`src/rtl/sumador_pkg.sv`:
```
// rtl/sumador_pkg.sv - mode encodings and wide add/subtract helper for sumador_param
package sumador_pkg;

  localparam logic [1:0] MODO_LOAD = 2'b00;
  localparam logic [1:0] MODO_ADD  = 2'b01;
  localparam logic [1:0] MODO_SUB  = 2'b10;
  localparam logic [1:0] MODO_ACC  = 2'b11;

  // Widest operand the helper supports; callers zero-extend into it.
  localparam int MAX_W = 64;

  // Bit W of the result is the carry (add) or borrow (sub) for W-bit operands.
  function automatic logic [MAX_W:0] addsub(input logic [MAX_W-1:0] x,
                                            input logic [MAX_W-1:0] y,
                                            input logic             c,
                                            input logic             sub);
    logic [MAX_W:0] xe, ye, ce;
    xe = {1'b0, x};
    ye = {1'b0, y};
    ce = {{MAX_W{1'b0}}, c};
    if (sub) addsub = xe - ye - ce;
    else     addsub = xe + ye + ce;
  endfunction

endpackage

```
`src/rtl/sumador_param_if.sv`:
```
// rtl/sumador_param_if.sv - operand/result bundle between stimulus and sumador_param
interface sumador_param_if #(parameter int W = 8);
  logic         enb;
  logic [W-1:0] a;
  logic [W-1:0] b;
  logic         cin;
  logic [1:0]   modo;
  logic         clr_ovf;
  logic [W-1:0] q;
  logic         rco;
  logic         ovf;
  logic         valid;

  modport master (output enb, a, b, cin, modo, clr_ovf,
                  input  q, rco, ovf, valid);
  modport slave  (input  enb, a, b, cin, modo, clr_ovf,
                  output q, rco, ovf, valid);
endinterface

```
`src/rtl/sumador_alu.sv`:
```
// rtl/sumador_alu.sv - combinational next-Q/next-RCO for load, add, subtract, accumulate
module sumador_alu
  import sumador_pkg::*;
#(
  parameter int W   = 8,
  parameter bit SAT = 1'b0
) (
  input  logic [W-1:0] a,
  input  logic [W-1:0] b,
  input  logic [W-1:0] q,
  input  logic         cin,
  input  logic [1:0]   modo,
  output logic [W-1:0] q_next,
  output logic         rco_next
);

  logic [W-1:0]   lhs, rhs;
  logic [MAX_W:0] res;
  logic           unused_res_hi;

  // ACC folds the registered Q in as the left operand and A as the right.
  assign lhs = (modo == MODO_ACC) ? q : a;
  assign rhs = (modo == MODO_ACC) ? a : b;
  assign res = addsub({{(MAX_W-W){1'b0}}, lhs}, {{(MAX_W-W){1'b0}}, rhs},
                      cin, modo == MODO_SUB);
  assign unused_res_hi = ^res[MAX_W:W+1];

  always_comb begin
    q_next   = res[W-1:0];
    rco_next = res[W];
    case (modo)
      MODO_LOAD: begin
        q_next   = a;
        rco_next = 1'b0;
      end
      MODO_SUB: begin
        if (SAT && res[W]) q_next = '0;
      end
      default: begin
        if (SAT && res[W]) q_next = '1;
      end
    endcase
  end

endmodule

```
`src/rtl/sumador_param.sv`:
```
// rtl/sumador_param.sv - registered W-bit add/sub/accumulate unit with sticky overflow
module sumador_param
  import sumador_pkg::*;
#(
  parameter int W   = 8,
  parameter bit SAT = 1'b0
) (
  input  logic            clk,
  input  logic            reset,
  sumador_param_if.slave  bus
);

  logic [W-1:0] q_r, q_next;
  logic         rco_r, rco_next;
  logic         ovf_r, valid_r;

  sumador_alu #(.W(W), .SAT(SAT)) u_alu (
    .a        (bus.a),
    .b        (bus.b),
    .q        (q_r),
    .cin      (bus.cin),
    .modo     (bus.modo),
    .q_next   (q_next),
    .rco_next (rco_next)
  );

  always_ff @(posedge clk) begin
    if (reset) begin
      q_r     <= '0;
      rco_r   <= 1'b0;
      ovf_r   <= 1'b0;
      valid_r <= 1'b0;
    end else begin
      valid_r <= bus.enb;
      if (bus.enb) begin
        q_r   <= q_next;
        rco_r <= rco_next;
      end
      // A new overflow outranks a clear arriving in the same cycle.
      if (bus.enb && rco_next) ovf_r <= 1'b1;
      else if (bus.clr_ovf)    ovf_r <= 1'b0;
    end
  end

  assign bus.q     = q_r;
  assign bus.rco   = rco_r;
  assign bus.ovf   = ovf_r;
  assign bus.valid = valid_r;

endmodule
```
`src/flat_wrapper.sv`:
```
// flat-port wrapper written by rule: the top's interface ports become plain ports
module sumador_param_flat import sumador_pkg::*;
#(
  parameter int W   = 8,
  parameter bit SAT = 1'b0
)
  (clk, reset, bus_enb, bus_a, bus_b, bus_cin, bus_modo, bus_clr_ovf, bus_q, bus_rco, bus_ovf, bus_valid);
  sumador_param_if #(.W(W)) bus_i ();
  input  logic clk;
  input  logic reset;
  input wire logic [$bits(bus_i.enb)-1:0] bus_enb;
  input wire logic [$bits(bus_i.a)-1:0] bus_a;
  input wire logic [$bits(bus_i.b)-1:0] bus_b;
  input wire logic [$bits(bus_i.cin)-1:0] bus_cin;
  input wire logic [$bits(bus_i.modo)-1:0] bus_modo;
  input wire logic [$bits(bus_i.clr_ovf)-1:0] bus_clr_ovf;
  output wire logic [$bits(bus_i.q)-1:0] bus_q;
  output wire logic [$bits(bus_i.rco)-1:0] bus_rco;
  output wire logic [$bits(bus_i.ovf)-1:0] bus_ovf;
  output wire logic [$bits(bus_i.valid)-1:0] bus_valid;
  assign bus_i.enb = bus_enb;
  assign bus_i.a = bus_a;
  assign bus_i.b = bus_b;
  assign bus_i.cin = bus_cin;
  assign bus_i.modo = bus_modo;
  assign bus_i.clr_ovf = bus_clr_ovf;
  assign bus_q = bus_i.q;
  assign bus_rco = bus_i.rco;
  assign bus_ovf = bus_i.ovf;
  assign bus_valid = bus_i.valid;
  sumador_param #(.W(W), .SAT(SAT)) u_core (.clk(clk), .reset(reset), .bus(bus_i));
endmodule
```
`config.mk`:
```
export PLATFORM = sky130hd
export DESIGN_NAME = sumador_param_flat
export DESIGN_NICKNAME = d
export VERILOG_FILES = /design/src/rtl/sumador_pkg.sv /design/src/rtl/sumador_param_if.sv /design/src/rtl/sumador_alu.sv /design/src/rtl/sumador_param.sv /design/src/flat_wrapper.sv
export SDC_FILE = /design/constraint.sdc
export NUM_CORES = 1
export LEC_CHECK = 0
export CAP_MARGIN = 20
export CORE_MARGIN = 1.5
export CORE_UTILIZATION = 40
export CTS_CLUSTER_DIAMETER = 30
export DETAILED_ROUTE_END_ITERATION = 16
export MAX_ROUTING_LAYER = met4
export PLACE_DENSITY = 0.66
export SLEW_MARGIN = 20
export SYNTH_ARGS = -nofsm -noshare
export SYNTH_HDL_FRONTEND = slang
export SYNTH_HIERARCHICAL = 1
export SYNTH_SLANG_ARGS = --single-unit
```
`constraint.sdc`:
```
create_clock -name clk -period 4.62 [get_ports clk]
set_input_delay 1.155 -clock clk [delete_from_list [all_inputs] [get_ports clk]]
set_output_delay 1.155 -clock clk [all_outputs]
set_load 0.01 [all_outputs]
```
=== After elaboration in Yosys (flattened, before gate mapping) ===
Index checks and enable logic that the tools add are counted.

* Register bits: 11
* Output and inout bits: 11
* Word-level logic and storage cells: 20

* Add/subtract/negate cells: 4
* Equality and inequality tests: 2
* Mux-type cells: 7
* Reductions and logical operators: 3

{| class="wikitable"
|+ Operator list
! cell !! count
|-
| $mux W8 || 3
|-
| $add A8 B8 Y9 || 1
|-
| $add A9 B1 Y9 || 1
|-
| $mux W9 || 1
|-
| $sub A8 B8 Y9 || 1
|-
| $sub A9 B2 Y9 || 1
|-
| $eq A2 B2 Y1 const B || 2
|-
| $mux W1 || 3
|-
| $logic_not A2 Y1 || 1
|-
| $reduce_bool A2 Y1 || 1
|-
| $logic_and A1 B1 Y1 || 1
|}

=== Logic depth before layout (Yosys ltp) ===
Gate-level depths: netlist of the first run.

* Depth after elaboration: 8
* Mapped depth: 17
* Gate-level depth less buffers: 16

=== By module ===
Netlist of the first run, hierarchy kept.

{| class="wikitable"
|+ By module, submodules not included
! module !! times used !! cells each !! area each (um^2) !! seq. area each (um^2)
|-
| sumador_alu || 1 || 147 || 1126.1 || 0.0
|-
| sumador_param || 1 || 35 || 379.1 || 220.2
|}

=== Least setup slack after synthesis of the first run ===
No wires, ideal clock.

* Path type: in2reg
* Start: in bus_modo[1]
* End: reg u_core.q_r[7] (netlist: u_core/bus.q[7])
* Arrival time: 4060 ps
* Setup slack: 443 ps
* Stages on the path: 14
* Cells stage by stage: buf_2 nand2_2 buf_1 mux2_2 ha_1 ha_1 or4_4 o221ai_2 o21ai_2 xor2_1 a211oi_2 a21oi_1 mux2i_1 nor2_1

* Longest elaborated chain between the ends: 6

{| class="wikitable"
|+ Ends and longest elaborated chain
! item !! RTL line !! RTL
|-
| start: declaration || flat_wrapper.sv:15 || <nowiki>input wire logic [$bits(bus_i.modo)-1:0] bus_modo;</nowiki>
|-
| $eq A2 B2 Y1 || sumador_alu.sv:22, sumador_alu.sv:23 ||
|-
| $mux W8 (on tied branches) || sumador_alu.sv:22, sumador_alu.sv:23 ||
|-
| $add A8 B8 Y9 / $sub A8 B8 Y9 (equally long branches) || sumador_pkg.sv:22, sumador_pkg.sv:21 ||
|-
| $add A9 B1 Y9 / $sub A9 B2 Y9 (equally long branches) || sumador_pkg.sv:22, sumador_pkg.sv:21 ||
|-
| $mux W9 || sumador_pkg.sv:21 || <nowiki>if (sub) addsub = xe - ye - ce;</nowiki>
|-
| $mux W8 * || sumador_alu.sv:31 || <nowiki>case (modo)</nowiki>
|-
| named net u_core.q_next[7] || sumador_param.sv:13 || <nowiki>logic [W-1:0] q_r, q_next;</nowiki>
|-
| end signal: assignment || sumador_param.sv:36 || <nowiki>q_r <= q_next;</nowiki>
|-
| end: declaration || sumador_param.sv:13 ||
|}

The timed path passes the listed nets; every way through them passes the cells marked *.
A chain may end at the register's enable or synchronous reset.

=== Worst setup path in the final report of the first run ===
* Start: in bus_modo[0]
* End: reg u_core.q_r[7] (netlist: u_core/bus.q[7])

The elaborated chain is that of the path after synthesis.

==> results of run 1 <==
power by group through the flow:
stage	Combinational [mW]	Sequential, mW	Clock [mW]
after floorplan	0.210	0.119	0
final	0.296	0.113	0.104
after global placement	0.294	0.116	0
after CTS	0.299	0.114	0.106
after global routing	0.332	0.115	0.115
after detailed placement	0.297	0.116	0
cell families after synthesis:
family                     count (synthesis)  share of synthesized area, %
AOI/OAI and AO/OA                         45                          18.5
and+or+nand+nor                           39                          13.0
muxes                                     27                          19.0
buffers and inverters                     24                          7.15
adders and majority gates                 23                          20.1
xor gates and xnor gates                  13                          7.56
DFF                                       11                          14.6
sequential cells by signal, indices dropped and copies added (netlist names):
register / count
u_core/bus.valid: 1
u_core/bus.q: 8
u_core/bus.rco: 1
u_core/bus.ovf: 1
metrics by stage:
step                      power, mW  setup slack, ns  util (%)  cell area, sq um
after floorplan               0.329            0.443         -              1510
after global placement        0.410            0.249      52.3              1900
after detailed placement      0.412            0.180      52.3              1900
after CTS                     0.519            0.428      53.5              1950
after global routing          0.563            0.230      53.5              1950
final                         0.513            0.421      53.5              1950
final cells by class:
cell class / count / area share, %
Sequential cell: 11 / 11.3
Tap cell: 48 / 3.09
Inverter: 16 / 3.09
Clock buffer: 4 / 2.32
Multi-Input combinational cell: 147 / 60.5
Timing Repair Buffer: 40 / 19.7
metal layers:
layer  GRT usage (%)  vias up  wire length, um
li1                -      709                -
met4            2.39        0                0
met1            22.0      594             1600
met3            2.82        0              116
met2            30.6       24             1580
met5               -        -                0
cell usage after synthesis (2+ instances only):
master and number:
nor2b_1 5, a31oi_1 3, a21oi_1 14, a211oi_1 4
mux2i_1 14, inv_1 16, or2_2 2, xnor2_1 6
mux2_2 13, buf_2 2, nor2_1 9, buf_1 2
dfxtp_1 11, o21ai_0 11, o21ai_1 2, buf_6 2
a21o_1 3, ha_1 21, xor2_1 7, clkbuf_1 2
fa_1 2, nand2b_1 4, nand2_1 12
path summary, 6_finish.rpt:
check                                      from               to  depth (start not counted)
worst max-delay path                bus_modo[0]  u_core/bus.q[7]                         15
worst min-delay path             u_core/bus.rco   u_core/bus.rco                          2
worst max register to register  u_core/bus.q[0]   u_core/bus.ovf                         15
worst min register to register   u_core/bus.rco   u_core/bus.rco                          2
worst register-to-register path, delay by kind of cell (launching register included):
kind	cells	cell delay, ns
adder cells (fa/ha/maj)	2	0.46
flip-flops	1	0.32
AND/OR/NAND/NOR	5	0.75
AO/OA/AOI/OAI	7	1.17
XOR/XNOR	1	0.15
==> impl_metrics.py, run 1 <==
metrics = {
    "final_layout": {
        "insertedDiodeCount": 0,
        "stdcell_count": 266,
        "drive_gt1_share_pct": 13.8,
        "nFillCells": 376,
        "layout_commonest_cell": "clkdlybuf4s50_1",
        "nNetsFinal": 265,
        "mostFrequentLayoutCells": "clkdlybuf4s50_1, ha_1, inv_1",
        "multi_input_area_sq_um": 1180,
        "seqCellArea_sq_um": 220,
        "area_delta_synth_final_pct": 29.3,
    },
    "power": {
        "pwr-share-seq_pct": 22.1,
        "p_sw_uw": 195,
        "p_leak_nw": 0.871,
        "p_per_area_nw_per_um2": 264,
        "peakVddDrop_mv": 0.101,
        "p_int_uw": 318,
        "power.share.combinational_pct": 57.7,
        "switching_share_pct": 38.0,
        "p_clk_share_pct": 20.2,
    },
    "cts": {
        "post_cts_buffers": 0,
        "cts_tree": "yes",
        "cts_root_buf": "clkbuf_8",
        "h-tree-depth": 1,
        "clock_latency_ns": 0.24,
        "cts.sinks": 11,
        "clkTransAtPathRegs_ns": 0.05,
        "hold_buffers": 0,
        "clk_path_buf_depth": 2,
        "post_cts_resized": 0,
        "cts_made_buffers": 3,
    },
    "floorplanning": {
        "die_area_sq_um": 4140,
        "initial_core_util_pct": 41.4,
        "num_rows": 22,
        "io_pins": 34,
        "die_h_um": 64.3,
        "core_sq_um": 3630,
        "die_w_um": 64.3,
    },
    "worst_setup_path": {
        "rrSetupSlack_ns": 1.63,
        "path_common_cell": "ha_1",
        "crit_path_end_kind": "flip-flop",
        "cp_top_family": "simple AND/OR/NAND/NOR gates",
        "arrival_ns": 4.30,
        "crit_type": "input pin to flip-flop",
        "slowest_delay_ns": 0.48,
        "cpMaxStageDelayCell": "clkdlybuf4s50_1",
        "worst_setup_path_start_kind": "input pin",
        "crit_buf_inv": 2,
        "path_max_fanout": 9,
        "cp.required_ns": 4.72,
        "crit_chain": "clkdlybuf4s50_1 -> buf_4 -> a31oi_1 -> xnor2_1 -> ha_1 -> or2_2 -> ha_1 -> or4_4 -> o221ai_2 -> o21ai_2 -> xor2_1 -> a211oi_2 -> a21oi_1 -> mux2i_1 -> nor2_1",
    },
    "sta": {
        "max_freq_mhz": 238,
        "setup_viol": 0,
        "relSlewSlack_pct": 57.9,
        "finalHoldWorstSlack_ns": 0.476,
        "finalMaxSlewViolations": 0,
        "hold_viol": 0,
        "timing.final.crit_share_pct": 90.9,
        "fin_tns_setup_ns": 0,
        "fin_crit_ns": 4.20,
        "worst_slew_pin_slew_ns": 0.629,
        "skew_ns": 0.00720,
        "rsz0062_at_grt": "false",
    },
    "logic_synthesis": {
        "synth_edf_count": 0,
        "syn_area_sq_um": 1510,
        "synth_area_leaders": "ha_1, dfxtp_1, mux2_2",
        "synth_cell_types": 38,
        "synth_nets": 228,
        "ys.flop_type": "dfxtp_1",
        "synthCells": 182,
        "yosysSeqAreaShare_pct": 14.6,
        "synth_top_cell_area_share_pct": 17.5,
        "yosys.area.top_type": "ha_1",
        "synth_seq_cells": 11,
        "async_flop_share_pct": 0,
        "postSynthAreaPerCell_sq_um": 8.27,
        "ys_warn_count": 6,
    },
    "detailed_routing": {
        "postRouteAntennaNets": 0,
        "wirelength_mm": 3.30,
        "routedWlPerCell_um": 12.4,
        "viasPerCell": 4.99,
        "vias": 1327,
        "dr.pass1.iters": 4,
        "drtIter0Drc": 54,
        "drc_errors": 0,
    },
    "grt": {
        "grt_pass1_vias": 1262,
        "grt_max_degree": 12,
        "grt_remaining_overflow": 0,
        "grt_pass1_wl_mm": 5.57,
        "antenna_found_initial": 0,
        "grtUsageTotal_pct": 17.6,
    },
    "min_path": {
        "hp-class": "flip-flop to flip-flop",
    },
    "run": {
        "drv_cap": 0,
    },
    "placed_design": {
        "port_buffers": 33,
        "dpl.hpwl_mm": 2.69,
        "gp_congestion": 0.865,
        "dp.cells": 262,
    },
    "outcome": {
        "outcome": "finished clean",
    },
}
No activity file was read; power rests on OpenSTA's default activity.
==> run 2, diff against run 1 <==
--- a/config.mk
+++ b/config.mk
@@ -12,6 +12,7 @@
 export DETAILED_ROUTE_END_ITERATION = 16
 export MAX_ROUTING_LAYER = met4
 export PLACE_DENSITY = 0.66
+export RECOVER_POWER = 25
 export SLEW_MARGIN = 20
 export SYNTH_ARGS = -nofsm -noshare
 export SYNTH_HDL_FRONTEND = slang
==> impl_metrics.py, run 2 (same netlist as run 1, synthesis figures left out) <==
metrics = {
    "detailed_routing": {
        "wl_met3_um": 116,
        "vias": 1327,
        "wirelength_mm": 3.30,
        "drc_errors": 0,
        "postRouteAntennaNets": 0,
        "dr.pass1.iters": 4,
        "drtIter0Drc": 54,
        "routed.top_layer": "met3",
        "routedWlPerCell_um": 12.4,
        "wl_met1_mm": 1.60,
        "viasPerCell": 4.99,
        "route.met2.wl_mm": 1.58,
    },
    "cts": {
        "clock_latency_ns": 0.24,
        "clkTransAtPathRegs_ns": 0.05,
        "post_cts_buffers": 0,
        "cts_root_buf": "clkbuf_8",
        "post_cts_resized": 0,
        "hold_buffers": 0,
        "clk_path_buf_depth": 2,
        "h-tree-depth": 1,
        "cts_made_buffers": 3,
        "cts_tree": "yes",
        "cts.sinks": 11,
    },
    "worst_setup_path": {
        "cp_top_family": "simple AND/OR/NAND/NOR gates",
        "slowest_delay_ns": 0.48,
        "worst_setup_path_start_kind": "input pin",
        "arrival_ns": 4.30,
        "cp.required_ns": 4.72,
        "crit_buf_inv": 2,
        "crit_type": "input pin to flip-flop",
        "cpMaxStageDelayCell": "clkdlybuf4s50_1",
        "crit_chain": "clkdlybuf4s50_1 -> buf_4 -> a31oi_1 -> xnor2_1 -> ha_1 -> or2_2 -> ha_1 -> or4_4 -> o221ai_2 -> o21ai_2 -> xor2_1 -> a211oi_2 -> a21oi_1 -> mux2i_1 -> nor2_1",
        "crit_path_end_kind": "flip-flop",
        "path_max_fanout": 9,
        "path_common_cell": "ha_1",
    },
    "power": {
        "p_leak_nw": 0.881,
        "total_power_uw": 512,
        "peakVddDrop_mv": 0.101,
        "p_per_area_nw_per_um2": 263,
    },
    "grt": {
        "antenna_found_initial": 0,
        "grtUsageTotal_pct": 17.6,
        "grt_pass1_wl_mm": 5.57,
        "grt_max_degree": 12,
        "grt_pass1_vias": 1262,
        "grt_remaining_overflow": 0,
    },
    "floorplanning": {
        "initial_core_util_pct": 41.4,
        "io_pins": 34,
        "num_rows": 22,
        "die_w_um": 64.3,
        "die_area_sq_um": 4140,
        "core_sq_um": 3630,
        "die_h_um": 64.3,
    },
    "placed_design": {
        "port_buffers": 33,
        "dpl.hpwl_mm": 2.69,
        "gp_congestion": 0.865,
        "dp.cells": 262,
    },
    "sta": {
        "rsz0062_at_grt": "false",
        "hold_viol": 0,
        "timing.final.crit_share_pct": 90.8,
        "skew_ns": 0.00723,
        "worst_slew_pin_slew_ns": 0.635,
        "relSlewSlack_pct": 57.5,
        "max_freq_mhz": 238,
        "setup_viol": 0,
        "fin_crit_ns": 4.20,
        "fin_tns_setup_ns": 0,
        "finalMaxSlewViolations": 0,
    },
    "final_layout": {
        "final_util_pct": 53.5,
        "nNetsFinal": 265,
        "layout_commonest_cell": "clkdlybuf4s50_1",
        "stdcell_count": 266,
        "mostFrequentLayoutCells": "clkdlybuf4s50_1, ha_1, inv_1",
        "nFillCells": 376,
        "insertedDiodeCount": 0,
        "drive_gt1_share_pct": 13.8,
        "area_delta_synth_final_pct": 29.3,
        "largest_reg_flops": 8,
    },
    "min_path": {
        "hp-class": "flip-flop to flip-flop",
    },
    "outcome": {
        "outcome": "finished clean",
    },
    "run": {
        "drv_cap": 0,
    },
}
==> run 2: final cells by class <==
cell class / count / area, sq um / share of cell area, %
Multi-Input combinational cell: 147 / 1180 / 60.5
Inverter: 16 / 60.1 / 3.09
Tap cell: 48 / 60.1 / 3.09
Clock buffer: 4 / 45.0 / 2.32
Sequential cell: 11 / 220 / 11.3
Timing Repair Buffer: 40 / 383 / 19.7
==> run 2: power breakdown <==
part           switching [mW]  leakage (nW)  internal, mW
sequential            0.00744        0.0908         0.106
combinational           0.144         0.768         0.150
clock                  0.0429        0.0228        0.0609
==> run 2: per-layer routing <==
layer | track usage, % | vias to the layer above
li1 | - | 709
met1 | 22.0 | 594
met2 | 30.6 | 24
met3 | 2.82 | 0
met4 | 2.39 | 0
met5 | - | -
==> run 2: metrics by stage <==
step           cell area (sq um)  hold WS (ns)  worst slack [ns]
6_report                    1950         0.473             0.423
3_3_place_gp                1900         0.461             0.249
2_1_floorplan               1510         0.493             0.443
3_5_place_dp                1900         0.466             0.180
4_1_cts                     1950         0.476             0.428
5_1_grt                     1950         0.498             0.233
==> run 2: worst paths after layout <==
kind                                      start         endpoint  slack, ns  cells after the start
worst max-delay path                bus_modo[0]  u_core/bus.q[7]       0.42                     15
worst min-delay path             u_core/bus.rco   u_core/bus.rco       0.47                      2
worst max register to register  u_core/bus.q[0]   u_core/bus.ovf       1.64                     15
worst min register to register   u_core/bus.rco   u_core/bus.rco       0.47                      2
==> run 2: tightest hold or removal path, stage by stage (launching register included) <==
cell      delay (ns)
dfxtp_1         0.30
nand2b_1        0.07
a21oi_1         0.06
